File: config.mk
export PLATFORM = sky130hd
export DESIGN_NAME = obstacle_scroller
export DESIGN_NICKNAME = d
export VERILOG_FILES = /design/src/rtl/obstacle_scroller_pkg.sv /design/src/rtl/obstacle_scroller_gap_counter.sv /design/src/rtl/obstacle_scroller.sv
export SDC_FILE = /design/constraint.sdc
export NUM_CORES = 1
export LEC_CHECK = 0
export BUFFER_PORTS_ARGS = -buffer_cell sky130_fd_sc_hd__buf_2
export CORE_UTILIZATION = 29
export CTS_CLUSTER_DIAMETER = 30
export CTS_CLUSTER_SIZE = 28
export DETAILED_ROUTE_END_ITERATION = 8
export PLACE_DENSITY = 0.48
export SKIP_LAST_GASP = 1
export SLEW_MARGIN = 30
export SYNTH_ARGS = -nofsm -noshare
export SYNTH_HDL_FRONTEND = slang
export SYNTH_HIERARCHICAL = 1
export SYNTH_SLANG_ARGS = --single-unit
File: constraint.sdc
create_clock -name clk -period 2.65 [get_ports clk]
set_clock_uncertainty 0.2 [all_clocks]
set_input_delay 0.1325 -clock clk [delete_from_list [all_inputs] [get_ports clk]]
set_output_delay 0.1325 -clock clk [all_outputs]
set_load 0.02 [all_outputs]
File: src/rtl/obstacle_scroller_pkg.sv
// Shared game definitions: scroller state encoding, obstacle width limits
// (also used by the width generator) and the screen size.
package obstacle_scroller_pkg;

  typedef enum logic [2:0] {
    IDLE,
    REQ,
    LOAD,
    MOVE,
    SPACE
  } state_t;

  localparam int OBS_MIN_W   = 230;
  localparam int OBS_MAX_W   = 690;
  localparam int SCREEN_W_PX = 1280;

endpackage

File: src/rtl/obstacle_scroller_gap_counter.sv
// Frame-tick counter for the pause between obstacles; done flags the tick
// that reaches GAP_TICKS so the scroller can leave SPACE on that edge.
module gap_counter #(
  parameter int GAP_TICKS = 30
) (
  input  logic clk,
  input  logic reset,
  input  logic clear,
  input  logic enable,
  output logic done
);

  localparam int CW = (GAP_TICKS > 1) ? $clog2(GAP_TICKS + 1) : 1;
  localparam logic [CW-1:0] LAST = CW'(GAP_TICKS - 1);

  logic [CW-1:0] count_reg;

  always_ff @(posedge clk) begin
    if (reset || clear) begin
      count_reg <= '0;
    end else if (enable) begin
      count_reg <= (count_reg == LAST) ? '0 : count_reg + CW'(1);
    end
  end

  assign done = enable && (count_reg == LAST);

endmodule

File: src/rtl/obstacle_scroller.sv
// Requests a random width, spawns an obstacle at the right screen edge and
// scrolls it left one SPEED step per frame tick, then waits a gap and repeats.
module obstacle_scroller
  import obstacle_scroller_pkg::*;
#(
  parameter int SCREEN_W  = SCREEN_W_PX,
  parameter int SPEED     = 4,
  parameter int GAP_TICKS = 30,
  parameter int PLAYER_X  = 200,
  parameter int MIN_W     = OBS_MIN_W,
  parameter int MAX_W     = OBS_MAX_W
) (
  input  logic               clk,
  input  logic               reset,
  input  logic               frame_tick,
  input  logic               run,
  input  logic [15:0]        rand_width,
  output logic               rand_req,
  output logic signed [15:0] obs_left,
  output logic [15:0]        obs_width,
  output logic               obs_valid,
  output logic               scored
);

  localparam logic signed [16:0] SPEED_R  = 17'(SPEED);
  localparam logic signed [16:0] PLAYER_R = 17'(PLAYER_X);
  localparam logic signed [15:0] SPEED_L  = 16'(SPEED);
  localparam logic [15:0]        SCREEN_L = 16'(SCREEN_W);
  localparam logic [15:0]        MIN_W_L  = 16'(MIN_W);
  localparam logic [15:0]        MAX_W_L  = 16'(MAX_W);

  state_t             state_reg;
  logic signed [16:0] right_reg;
  logic signed [16:0] right_next;
  logic [15:0]        width_clamped;
  logic               step_tick;
  logic               gap_done;

  assign step_tick  = frame_tick && run;
  assign right_next = right_reg - SPEED_R;

  always_comb begin
    width_clamped = rand_width;
    if (rand_width < MIN_W_L) begin
      width_clamped = MIN_W_L;
    end else if (rand_width > MAX_W_L) begin
      width_clamped = MAX_W_L;
    end
  end

  // Held clear outside SPACE, so every gap starts counting from zero.
  gap_counter #(
    .GAP_TICKS(GAP_TICKS)
  ) u_gap (
    .clk   (clk),
    .reset (reset),
    .clear (state_reg != SPACE),
    .enable(step_tick && (state_reg == SPACE)),
    .done  (gap_done)
  );

  always_ff @(posedge clk) begin
    if (reset) begin
      state_reg <= IDLE;
      rand_req  <= 1'b0;
      obs_left  <= '0;
      obs_width <= '0;
      obs_valid <= 1'b0;
      scored    <= 1'b0;
      right_reg <= '0;
    end else begin
      rand_req <= 1'b0;
      scored   <= 1'b0;
      case (state_reg)
        IDLE: begin
          if (run) begin
            state_reg <= REQ;
            rand_req  <= 1'b1;
          end
        end
        REQ: begin
          state_reg <= LOAD;
        end
        LOAD: begin
          obs_width <= width_clamped;
          obs_left  <= SCREEN_L;
          right_reg <= $signed({1'b0, SCREEN_L}) + $signed({1'b0, width_clamped});
          obs_valid <= 1'b1;
          state_reg <= MOVE;
        end
        MOVE: begin
          if (step_tick) begin
            if (right_reg <= SPEED_R) begin
              obs_valid <= 1'b0;
              state_reg <= SPACE;
            end else begin
              obs_left  <= obs_left - SPEED_L;
              right_reg <= right_next;
              // Right edge only decreases, so this crossing happens once per obstacle.
              scored    <= (right_reg >= PLAYER_R) && (right_next < PLAYER_R);
            end
          end
        end
        SPACE: begin
          if (gap_done) begin
            state_reg <= REQ;
            rand_req  <= 1'b1;
          end
        end
        default: begin
          state_reg <= IDLE;
        end
      endcase
    end
  end

endmodule

[Yosys cells after proc, flatten, opt, wreduce, memory -nomap -nowiden]
Cells that the tools add are included.
Operators by class
  shift operators: 0
  divide/modulo/power cells: 0
  multipliers: 0
  magnitude comparators: 5
  bitwise gates (word level): 2
  muxes and demuxes: 20
  equality and inequality tests: 11
  add/sub/neg operators: 4
  reductions and logical operators: 11
Operators with widths (count)
  $mux 16: 4
  $mux 17: 2
  $pmux 17 s2: 1
  $pmux 16 s2: 1
  $add 11x16->17 const A: 1
  $ge 17x9->1 const B: 1
  $le 17x4->1 const B: 1
  $lt 17x9->1 const B: 1
  $sub 17x4->17 const B: 1
  $gt 16x10->1 const B: 1
  $lt 16x8->1 const B: 1
  $sub 16x4->16 const B: 1
  $pmux 3 s5: 1
  $mux 3: 4
  $ne 2x2->1 const B: 5
  $eq 3x2->1 const B: 2
  $reduce_and 3->1: 2
  $add 5x1->5 const B: 1
  $eq 5x5->1 const B: 1
  $mux 5: 1
  $logic_and 1x1->1: 4
  $mux 1: 4
  $pmux 1 s2: 2
  $reduce_and 4->1: 1
  other kinds (8): 9
Word-level totals
  bits in latches: 0
  input bits: 20
  bits in read-only memories: 0
  RAM bits: 0
  logic and storage cells: 61
  register bits after elaboration: 60
  memories kept: 0
  output and inout port bits: 35

[Longest topological paths before layout]
Gate-level depths: netlist of the first run.
  depth in word-level cells: 5
  mapped depth: 10
  depth with buffers taken out: 8

[Modules after synthesis]
Netlist of the first run, hierarchy kept.
By module, submodules not included
  obstacle_scroller: sequential area each 1061.0 um2, instances 1, cells each 362, area an instance 2914.0 um2
  gap_counter: sequential area each 100.1 um2, instances 1, cells each 27, area an instance 274.0 um2

[Least setup slack after synthesis of the first run]
No wires, ideal clock.
  path kind: register to register
  start point: register right_reg[3]
  end point: register state_reg[2]
  stages on the path, launching flop included: 9
  arrival: 1902 ps
  setup slack: 432 ps
  path buffers: 1
  clock period less this slack: 2218 ps
  required time: 2334 ps
  setup time: 116 ps
  path through: dfxtp_1 > inv_1 > ha_1 > nor3b_1 > o2111ai_1 > clkbuf_1 > nor2_1 > o21ba_2 > a31o_2
Between the ends
  longest elaborated chain between the ends: 3
RTL lines
  from (decl): RTL line obstacle_scroller.sv:33  | logic signed [16:0] right_reg;
  from (signal assigned): RTL line obstacle_scroller.sv:87  | right_reg <= $signed({1'b0, SCREEN_L}) + $signed({1'b0, width_clamped});
  from (signal assigned): RTL line obstacle_scroller.sv:98  | right_reg <= right_next;
  $le 17x4->1: RTL line obstacle_scroller.sv:93  | if (right_reg <= SPEED_R) begin
  $ne 2x2->1 (no source line)
  $reduce_and 4->1 (no source line)
  to (signal assigned): RTL line obstacle_scroller.sv:89  | state_reg <= MOVE;
  to (signal assigned): RTL line obstacle_scroller.sv:95  | state_reg <= SPACE;
  to (signal assigned): RTL line obstacle_scroller.sv:106  | state_reg <= REQ;
  to (decl): RTL line obstacle_scroller.sv:32  | state_t state_reg;
No other way between the ends.
A chain may end at the register's enable or synchronous reset.

[Worst setup path after layout of the first run]
  start point: register right_reg[2]
  end point: register scored
Between the ends
  longest elaborated chain between the ends: 3
  elaborated cells on any way between the ends: 6
  those cells by class: 1 x add/sub; 3 x order compare; 2 x reduce/logical
RTL lines
  $sub 17x4->17: RTL line obstacle_scroller.sv:40  | assign right_next = right_reg - SPEED_R;
  $lt 17x9->1: RTL line obstacle_scroller.sv:100  | scored <= (right_reg >= PLAYER_R) && (right_next < PLAYER_R);
  $logic_and 1x1->1: RTL line obstacle_scroller.sv:100
  to (signal assigned): RTL line obstacle_scroller.sv:100
  to (decl): RTL line obstacle_scroller.sv:22  | output logic scored
Several ways; a longest one is shown, not always the timed one.

==> flow_summary_export.csv, run 1 <==
group,metric,value,unit
pwr,power_density,845,nW/um2
final_layout,final_net_count,480,
floorplanning,fp.dieArea,11400,um2
synth,post_synth_num_cell_types,66,
timing,worst_slew_pin_tran,598,ps
final_layout,antenna-diode-count,0,
critical_path,cpPeakStageDelay,560,ps
floorplanning,num_io_pins,55,
floorplanning,floorplan_die_height,107,um
synth,async_reset_ff_frac,0,
drt,routed_wire_length_per_instance,15.2,um
critical_path,cp_cell_sequence,"inv_1 > ha_1 > or4b_1 > nor2_2 > nand2_1 > xor2_1 > a2111oi_0",
clock_network,clock_tree.root_cell,"clkbuf_8",
grt,first_global_vias,2932,
timing,rsz0062_at_grt,"false",
placed_design,dp_hpwl,6610,um
grt,grt_antenna_before_repair,0,
final_layout,stdcell_area,3920,um2
timing,timing.final.crit_period,2460,ps
floorplanning,placementRows,37,
final_layout,area_growth_syn_to_layout,23.0,%
synth,synth.largest_area_cell,"dfxtp_1",
timing,timing.final.hold_violations,0,
timing,fin_crit_sh,0.928,
final_layout,final_layout_size_suffix_gt1_frac,0.227,
placed_design,place_congestion,0.884,
drt,remaining_drc_errors,0,
critical_path,cp-start-kind,"register",
clock_network,cts.clk_slew.worst_paths,70,ps
pwr,leakage,1.59,nW
grt,gr-total-overflow,0,
critical_path,biggest_fanout_along_the_worst_timing_path,9,
synth,synth_most_common_cell,"dfxtp_1",
floorplanning,start_util,0.303,
timing,timing.final.setup_violations,0,
floorplanning,core,10500,um2
clock_network,cts.sinks,58,
critical_path,critical_path_class,"reg -> reg",
synth,synth_top_cells_by_count,"dfxtp_1 (58), nor2_1 (43), a21oi_1 (32), nand2_1 (29), o21ai_0 (19)",
floorplanning,die_w,107,um
final_layout,nFillCells,1088,
synth,synthCells,389,
clock_network,tritoncts,"built",
grt,global_route.usage.met1,0.214,
drt,drt_wl_total,9010,um
grt,pin_count_of_the_biggest_net_entering_global_routing,17,
job,maxCapViolations,0,
synth,synth_enable_flop_cells,0,
critical_path,slowest_stage,"or4b_1",
drt,num_vias,3108,
critical_path,cp.required,2660,ps
synth,netlist_top_cells_area,"dfxtp_1 (36%), nor2_1 (5.1%), a21oi_1 (5.0%)",
final_layout,largest_reg_flops,17,
synth,synth_seq_area_share,0.364,
status,outcome,"finished, final reports clean",
grt,gr_usage_total,0.168,
hold_path,worst_hold_path_type,"in -> reg",
synth,dominantRegCellSynth,"dfxtp_1",
critical_path,critPathArrivalTime,2470,ps
critical_path,timing.critical_path.max_delay_family,"simple AND/OR/NAND/NOR gates",
synth,synthesis.area,3190,um2
grt,global_route.peak_usage_layer,"met2",
drt,routed_via_density,5.23,
grt,global_route.usage.met2,0.272,
synth,synthesis.area_per_instance,8.20,um2
timing,report.final.slew_viol_count,0,
timing,max_freq,407,MHz
drt,drt_first_iter_violations,174,
synth,synth_largest_type_area_fraction,0.364,
drt,drt.antenna.violating_nets,0,
clock_network,h-tree-depth,3,
drt,drt_pass1_iterations,4,
placed_design,placed_cell_area,3620,um2
timing,timing.setup.tns,0,ps
grt,grt_first_pass_wirelength,14900,um
clock_network,longest_clk_path_bufs,2,
clock_network,insertion_delay_of_the_later_clocked_pin_in_the_worst_skew_pair,350,ps
grt,met3_routing_resource_usage_after_global_routing,0.0377,
critical_path,crit_path_end_kind,"register",
synth,ys_ff_latch,58,
pwr,irDropWorstVdd,0.310,mV
synth,yosys_warnings,6,
timing,relSlewSlack,0.600,
critical_path,worst_path_buf_inv,1,
placed_design,numPortBuffers,52,
clock_network,clock_buffers_created_by_tritoncts,9,
## metrics by stage
step | total power [mW] | setup WS [ps] | hold WS, ps | cells | utilization
2_1_floorplan | 2.09 | 432 | 75.5 | 390 | -
6_report | 3.31 | 192 | 60.7 | 594 | 0.373
3_5_place_dp | 2.47 | 227 | 227 | 569 | 0.344
5_1_grt | 3.56 | 30.6 | 84.3 | 594 | 0.373
3_3_place_gp | 2.47 | 320 | 220 | 569 | 0.344
4_1_cts | 3.33 | 180 | 41.4 | 594 | 0.372
## cell type report
type                            count  area, um2  area share
Multi-Input combinational cell    297       1880       0.479
Sequential cell                    58       1160       0.296
Timing Repair Buffer               77        470       0.120
Tap cell                          136        170      0.0434
Clock buffer                       10        138      0.0351
Clock inverter                      6       65.1      0.0166
Inverter                           10       37.5     0.00957
## per-layer routing
metal	share of wire	vias up
met3	0.042	9
met2	0.47	74
met5	0	-
met1	0.47	1453
met4	0.015	0
li1	-	1572
## cells in the final DEF (no fill, tap or decap), types with 10 or more instances in the layout
cell type,count
buf_2,52
nor2_1,42
nand2_1,29
nor3_1,11
dfxtp_1,58
buf_4,16
o21ai_0,19
xor2_1,10
a21oi_1,32
clkbuf_8,10
## worst register-to-register path: stages (launching register included)
cell and delay [ps]:
dfxtp_1 390, inv_1 120, ha_1 250, or4b_1 560, nor2_2 170, nand2_1 90
xor2_1 140, a2111oi_0 400
## path summary, 6_finish.rpt
kind / from / end / slack [ps] / cells after the start
max reg2reg: right_reg[2]$_SDFFE_PP0P_ / scored$_SDFF_PP0_ / 190 / 7
min: rand_width[9] / obs_width[8]$_SDFFE_PP0P_ / 60 / 4
min reg2reg: obs_width[12]$_SDFFE_PP0P_ / obs_width[12]$_SDFFE_PP0P_ / 260 / 1
max: right_reg[2]$_SDFFE_PP0P_ / scored$_SDFF_PP0_ / 190 / 7
## power by group
| group | total, mW | leakage (nW) | switching (mW) | internal, mW |
|---|---|---|---|---|
| registers | 1.14 | 0.472 | 0.153 | 0.982 |
| clock network | 0.837 | 0.103 | 0.377 | 0.461 |
| logic | 1.34 | 1.02 | 0.819 | 0.522 |
## kinds of logic (layout without fill, tap and decap cells)
| group | count (synthesis) | count (layout) | share of synthesized area |
|---|---|---|---|
| and+or+nand+nor | 157 | 157 | 0.268 |
| AOI/OAI and AO/OA | 117 | 117 | 0.248 |
| DFF | 58 | 58 | 0.364 |
| buffers and inverters | 35 | 103 | 0.0518 |
| xor gates and xnor gates | 13 | 13 | 0.0357 |
| adders and majority gates | 7 | 7 | 0.0275 |
| other | 1 | 2 | 0.00118 |
| muxes | 1 | 1 | 0.00314 |
## timing repair
item / 4_1_cts / 5_1_grt
buffers inserted: 0 / 0
endpoints found under the hold margin: 11 / 0
hold buffers: 9 / 0
setup endpoints to repair: 0 / 1
resized for setup: 0 / 2
Note: power is estimated with default switching activity, not from simulation.
==> inputs of run 2 (changes only) <==
--- a/config.mk
+++ b/config.mk
@@ -6,13 +6,13 @@
 export NUM_CORES = 1
 export LEC_CHECK = 0
 export BUFFER_PORTS_ARGS = -buffer_cell sky130_fd_sc_hd__buf_2
+export CORE_MARGIN = 2
 export CORE_UTILIZATION = 29
 export CTS_CLUSTER_DIAMETER = 30
 export CTS_CLUSTER_SIZE = 28
 export DETAILED_ROUTE_END_ITERATION = 8
 export PLACE_DENSITY = 0.48
 export SKIP_LAST_GASP = 1
-export SLEW_MARGIN = 30
 export SYNTH_ARGS = -nofsm -noshare
 export SYNTH_HDL_FRONTEND = slang
 export SYNTH_HIERARCHICAL = 1
==> run 2 against run 1 <==
Effect of this change: critical path depth unchanged; wire length about the same; via count down 1.2%; largest power group unchanged; register-to-register slack is essentially flat; non-clock buffer count shrank 1; sequential cell count stayed put; clock-buffer cell count up 4; critical endpoint unchanged; sequential share of layout area increased by 0.11 points; worst hold slack got worse by 31 ps; power is 0.95% lower; die area rose by 3.8%; cell count is 0.51% higher.
==> flow_summary_export.csv, run 2 (synthesis gave the netlist of run 1 again) <==
group,metric,value,unit
status,outcome,"finished, final reports clean",
grt,first_global_vias,2937,
floorplanning,die_w,109,um
final_layout,layout_commonest_cell,"dfxtp_1",
pwr,power_density,840,nW/um2
timing,hold-worst-slack,30.1,ps
clock_network,clock_buffers_created_by_tritoncts,9,
job,maxCapViolations,0,
floorplanning,fp.dieArea,11800,um2
floorplanning,start_util,0.295,
grt,pin_count_of_the_biggest_net_entering_global_routing,20,
placed_design,dp_hpwl,6510,um
pwr,cellInternalPower,1.98,mW
final_layout,final_net_count,479,
timing,timing.final.setup_violations,0,
pwr,power.switching,1.31,mW
final_layout,antenna-diode-count,0,
timing,timing.final.hold_violations,0,
timing,timing.setup.tns,0,ps
final_layout,layout.cells.most_common_list,"dfxtp_1 (58), buf_2 (52), nor2_1 (43)",
clock_network,tritoncts,"built",
final_layout,multi_input_area,1870,um2
critical_path,cp.required,2670,ps
drt,routed_via_density,5.14,
final_layout,nFillCells,1125,
final_layout,final_layout_size_suffix_gt1_frac,0.214,
timing,fin_crit_sh,0.932,
drt,remaining_drc_errors,0,
placed_design,dp_cells,572,
clock_network,insertion_delay_of_the_later_clocked_pin_in_the_worst_skew_pair,350,ps
grt,gr-total-overflow,0,
floorplanning,floorplan_die_height,109,um
critical_path,critical_path_class,"reg -> reg",
pwr,gate_power_share,0.400,
timing,rsz0062_at_grt,"false",
critical_path,critPathArrivalTime,2490,ps
pwr,irDropWorstVdd,0.324,mV
pwr,leakage,1.58,nW
timing,report.final.slew_viol_count,0,
floorplanning,num_io_pins,55,
critical_path,reg2reg_depth,7,
clock_network,cts.sinks,58,
critical_path,crit_path_end_kind,"register",
clock_network,clock_tree.root_cell,"clkbuf_8",
critical_path,biggest_fanout_along_the_worst_timing_path,9,
final_layout,largest_reg_flops,17,
floorplanning,placementRows,38,
final_layout,final_standard_cell_count_with_taps_included_and_fillers_excluded,597,
drt,num_vias,3070,
drt,drt_pass1_iterations,5,
final_layout,area.sequential,1160,um2
clock_network,h-tree-depth,3,
grt,grt_first_pass_wirelength,14800,um
hold_path,worstHoldPathCells,4,
final_layout,area_growth_syn_to_layout,22.5,%
grt,grt_antenna_before_repair,0,
timing,max_freq,405,MHz
timing,timing.final.crit_period,2470,ps
clock_network,cts.clk_slew.worst_paths,70,ps
pwr,power.share.sequential,0.347,
pwr,netSwitchingFraction,0.398,
drt,routed_wire_length_per_instance,15.1,um
floorplanning,core,10800,um2
clock_network,cts_setup_buffers,0,
pwr,clock_power_share,0.254,
critical_path,cp-start-kind,"register",
drt,drt_wl_total,9020,um
placed_design,numPortBuffers,52,
timing,worst_slew_pin_tran,543,ps
timing,relSlewSlack,0.637,
grt,gr_usage_total,0.161,
placed_design,place_congestion,0.879,
drt,drt_first_iter_violations,186,
drt,drt.antenna.violating_nets,0,
clock_network,longest_clk_path_bufs,2,
hold_path,worst_hold_path_type,"in -> reg",
## run 2: per-layer routing
layer  vias up  routed length (um)  part of all wire  GRT usage
li1       1559                   -                 -          -
met1      1447                4400              0.49      0.211
met2        57                4210              0.47      0.261
met3         7                 281             0.031     0.0335
met4         0                 123             0.014     0.0604
met5         -                   0                 0          0
## run 2: layout make-up
type | count | area share
well taps | 140 | 0.0448
flip-flops and latches | 58 | 0.297
inverters | 10 | 0.00961
clock inverters | 2 | 0.00897
repair buffers | 76 | 0.119
clock buffers | 14 | 0.0416
multi-input cells | 297 | 0.479
## run 2: final timing paths
kind,from,end,slack [ps]
worst max-delay path,right_reg[2]$_SDFFE_PP0P_,scored$_SDFF_PP0_,180
worst min-delay path,rand_width[8],right_reg[8]$_SDFFE_PP0P_,30
worst max register to register,right_reg[2]$_SDFFE_PP0P_,scored$_SDFF_PP0_,180
worst min register to register,obs_width[14]$_SDFFE_PP0P_,obs_width[14]$_SDFFE_PP0P_,250
## run 2: worst max-delay path: stages, from the launching register on
cell	delay, ps
dfxtp_1	380
inv_1	130
ha_1	250
or4b_1	540
nor2_1	190
nand2_1	110
xor2_1	150
a2111oi_1	390
## run 2: per-stage QoR
step | util | setup WS, ps | instance area [um2] | power, mW
5_1_grt | 0.362 | 25.0 | 3910 | 3.51
4_1_cts | 0.362 | 176 | 3910 | 3.30
3_5_place_dp | 0.335 | 203 | 3620 | 2.45
3_3_place_gp | 0.335 | 305 | 3620 | 2.45
6_report | 0.362 | 181 | 3910 | 3.28
2_1_floorplan | - | 432 | 3190 | 2.09
## run 2: what timing repair did
action                                  4_1_cts  5_1_grt
endpoints found under the setup margin        0        1
hold endpoints to repair                     15        0
resized for setup                             0        1
hold buffers                                  9        0
## run 2: power groups by stage
stage | clock network, mW | logic (mW) | registers [mW]
after global placement | 0 | 1.30 | 1.15
after CTS | 0.858 | 1.31 | 1.13
final | 0.833 | 1.31 | 1.14
after floorplan | 0 | 0.918 | 1.17
after detailed placement | 0 | 1.29 | 1.15
after global routing | 0.894 | 1.45 | 1.16
==> inputs of run 3 (changes only) <==
--- a/config.mk
+++ b/config.mk
@@ -6,6 +6,7 @@
 export NUM_CORES = 1
 export LEC_CHECK = 0
 export BUFFER_PORTS_ARGS = -buffer_cell sky130_fd_sc_hd__buf_2
+export CORE_ASPECT_RATIO = 1.1
 export CORE_MARGIN = 2
 export CORE_UTILIZATION = 29
 export CTS_CLUSTER_DIAMETER = 30
==> run 3 against run 2 <==
Effect of this change: clock-buffer cell count did not move; register-to-register slack better by 40 ps; final area rose by 2.8%; highest routed layer unchanged; critical path type unchanged; global-route usage fell by 0.25 points.
==> flow_summary_export.csv, run 3 (synthesis gave the netlist of run 1 again) <==
group,metric,value,unit
final_layout,nFillCells,1174,
pwr,power.switching,1.34,mW
final_layout,area_growth_syn_to_layout,26.0,%
final_layout,largest_reg_flops,17,
floorplanning,die_w,104,um
final_layout,stdcell_area,4020,um2
grt,grt_first_pass_wirelength,15000,um
pwr,clock_power_share,0.319,
timing,rsz0062_at_grt,"false",
timing,timing.setup.tns,0,ps
pwr,power.share.sequential,0.313,
grt,pin_count_of_the_biggest_net_entering_global_routing,29,
critical_path,cp-start-kind,"register",
final_layout,layout.cells.most_common_list,"dfxtp_1 (58), buf_2 (52), nor2_1 (42)",
clock_network,h-tree-depth,3,
clock_network,insertion_delay_of_the_later_clocked_pin_in_the_worst_skew_pair,320,ps
floorplanning,num_io_pins,55,
clock_network,cts.clk_slew.worst_paths,50,ps
critical_path,r2r_slack,220,ps
pwr,netSwitchingFraction,0.370,
drt,num_vias,3103,
floorplanning,core,10800,um2
hold_path,worst_hold_path_type,"in -> reg",
critical_path,biggest_fanout_along_the_worst_timing_path,14,
drt,routed_wire_length_per_instance,15.0,um
grt,grt_antenna_before_repair,0,
pwr,cellInternalPower,2.29,mW
drt,drt_wl_total,9040,um
timing,max_freq,412,MHz
placed_design,placed_cell_area,3640,um2
timing,report.final.slew_viol_count,0,
pwr,irDropWorstVdd,0.373,mV
critical_path,crit_path_end_kind,"register",
drt,drt_first_iter_violations,157,
pwr,gate_power_share,0.368,
grt,gr-total-overflow,0,
timing,relSlewSlack,0.594,
pwr,power_density,904,nW/um2
floorplanning,placementRows,40,
grt,gr_usage_total,0.158,
clock_network,cts.sinks,58,
floorplanning,start_util,0.295,
timing,setup_slack,225,ps
job,maxCapViolations,0,
drt,remaining_drc_errors,0,
status,outcome,"finished, final reports clean",
final_layout,final_net_count,479,
timing,timing.final.crit_period,2430,ps
critical_path,critPathArrivalTime,2480,ps
timing,worst_slew_pin_tran,609,ps
placed_design,dp_hpwl,6640,um
floorplanning,fp.dieArea,11800,um2
critical_path,cp.required,2710,ps
placed_design,numPortBuffers,52,
drt,met3_wirelength,393,um
timing,timing.final.setup_violations,0,
drt,met2RoutedLength,4420,um
drt,drt.antenna.violating_nets,0,
drt,m1WireLength,4120,um
drt,drt_pass1_iterations,4,
grt,first_global_vias,2948,
clock_network,longest_clk_path_bufs,2,
pwr,leakage,1.63,nW
final_layout,post-route-util,0.372,
critical_path,critical_path_class,"reg -> reg",
final_layout,layout_commonest_cell,"dfxtp_1",
drt,routed_via_density,5.14,
clock_network,clock_buffers_created_by_tritoncts,9,
timing,fin_crit_sh,0.915,
timing,hold-worst-slack,18.0,ps
final_layout,final_layout_size_suffix_gt1_frac,0.223,
placed_design,dp_slack,167,ps
placed_design,place_congestion,0.916,
clock_network,tritoncts,"built",
timing,timing.final.hold_violations,0,
floorplanning,floorplan_die_height,114,um
drt,top_signal_layer_used,"met4",
clock_network,clock_tree.root_cell,"clkbuf_16",
final_layout,antenna-diode-count,0,
-- run 3: cell count changes in the layout (fill, tap and decap cells not counted) --
cell	delta
clkbuf_16	+9
or4b_1	-1
dlygate4sd3_1	-2
buf_4	+2
or4b_4	+1
a2111oi_0	+1
clkbuf_8	-9
nor2_2	+1
nor2_1	-1
a2111oi_1	-1
-- run 3: layout make-up --
cell class	count	area, um2	share of cell area
timing repair buffer	76	458	0.114
sequential	58	1160	0.289
tap	147	184	0.0458
clock inverter	2	35.0	0.00872
clock buffer	14	264	0.0657
multi-input combinational	297	1880	0.467
inverter	10	37.5	0.00935
-- run 3: stage by stage --
stage / total power [mW] / instances
2_1_floorplan: 2.09 / 390
3_3_place_gp: 2.47 / 581
3_5_place_dp: 2.47 / 581
4_1_cts: 3.65 / 604
5_1_grt: 3.88 / 604
6_report: 3.63 / 604
-- run 3: repair_timing --
item                                   in CTS  in global routing
gates resized for setup                     0                  2
endpoints found under the hold margin      10                  0
setup endpoints to repair                   0                  1
hold buffers                                7                  0
setup buffers                               0                  0
-- run 3: power by group through the flow --
stage	registers, mW	clock network (mW)	logic [mW]
after floorplan	1.17	0	0.918
after global placement	1.15	0	1.32
after detailed placement	1.15	0	1.32
after CTS	1.13	1.18	1.33
after global routing	1.16	1.24	1.49
final	1.14	1.16	1.34
-- run 3: layer usage --
layer	vias to the layer above	track usage
met5	-	0
met4	0	0.0532
met3	6	0.0320
met2	68	0.274
met1	1472	0.198
li1	1557	-
-- run 3: worst paths after layout --
check                             startpoint                         end  depth (start not counted)
setup / recovery   right_reg[3]$_SDFFE_PP0P_   obs_left[13]$_SDFFE_PP0P_                          9
setup reg to reg   right_reg[3]$_SDFFE_PP0P_   obs_left[13]$_SDFFE_PP0P_                          9
hold / removal                 rand_width[2]   obs_width[2]$_SDFFE_PP0P_                          3
hold reg to reg   obs_width[10]$_SDFFE_PP0P_  obs_width[10]$_SDFFE_PP0P_                          1
-- run 3: worst max-delay path, stage by stage (launching register included) --
cell       delay [ps]
dfxtp_1           440
inv_1             120
ha_1              190
nor3b_1           140
o2111ai_1         170
buf_4             230
o211ai_1          110
buf_4             200
or4_1             390
a21oi_1           150
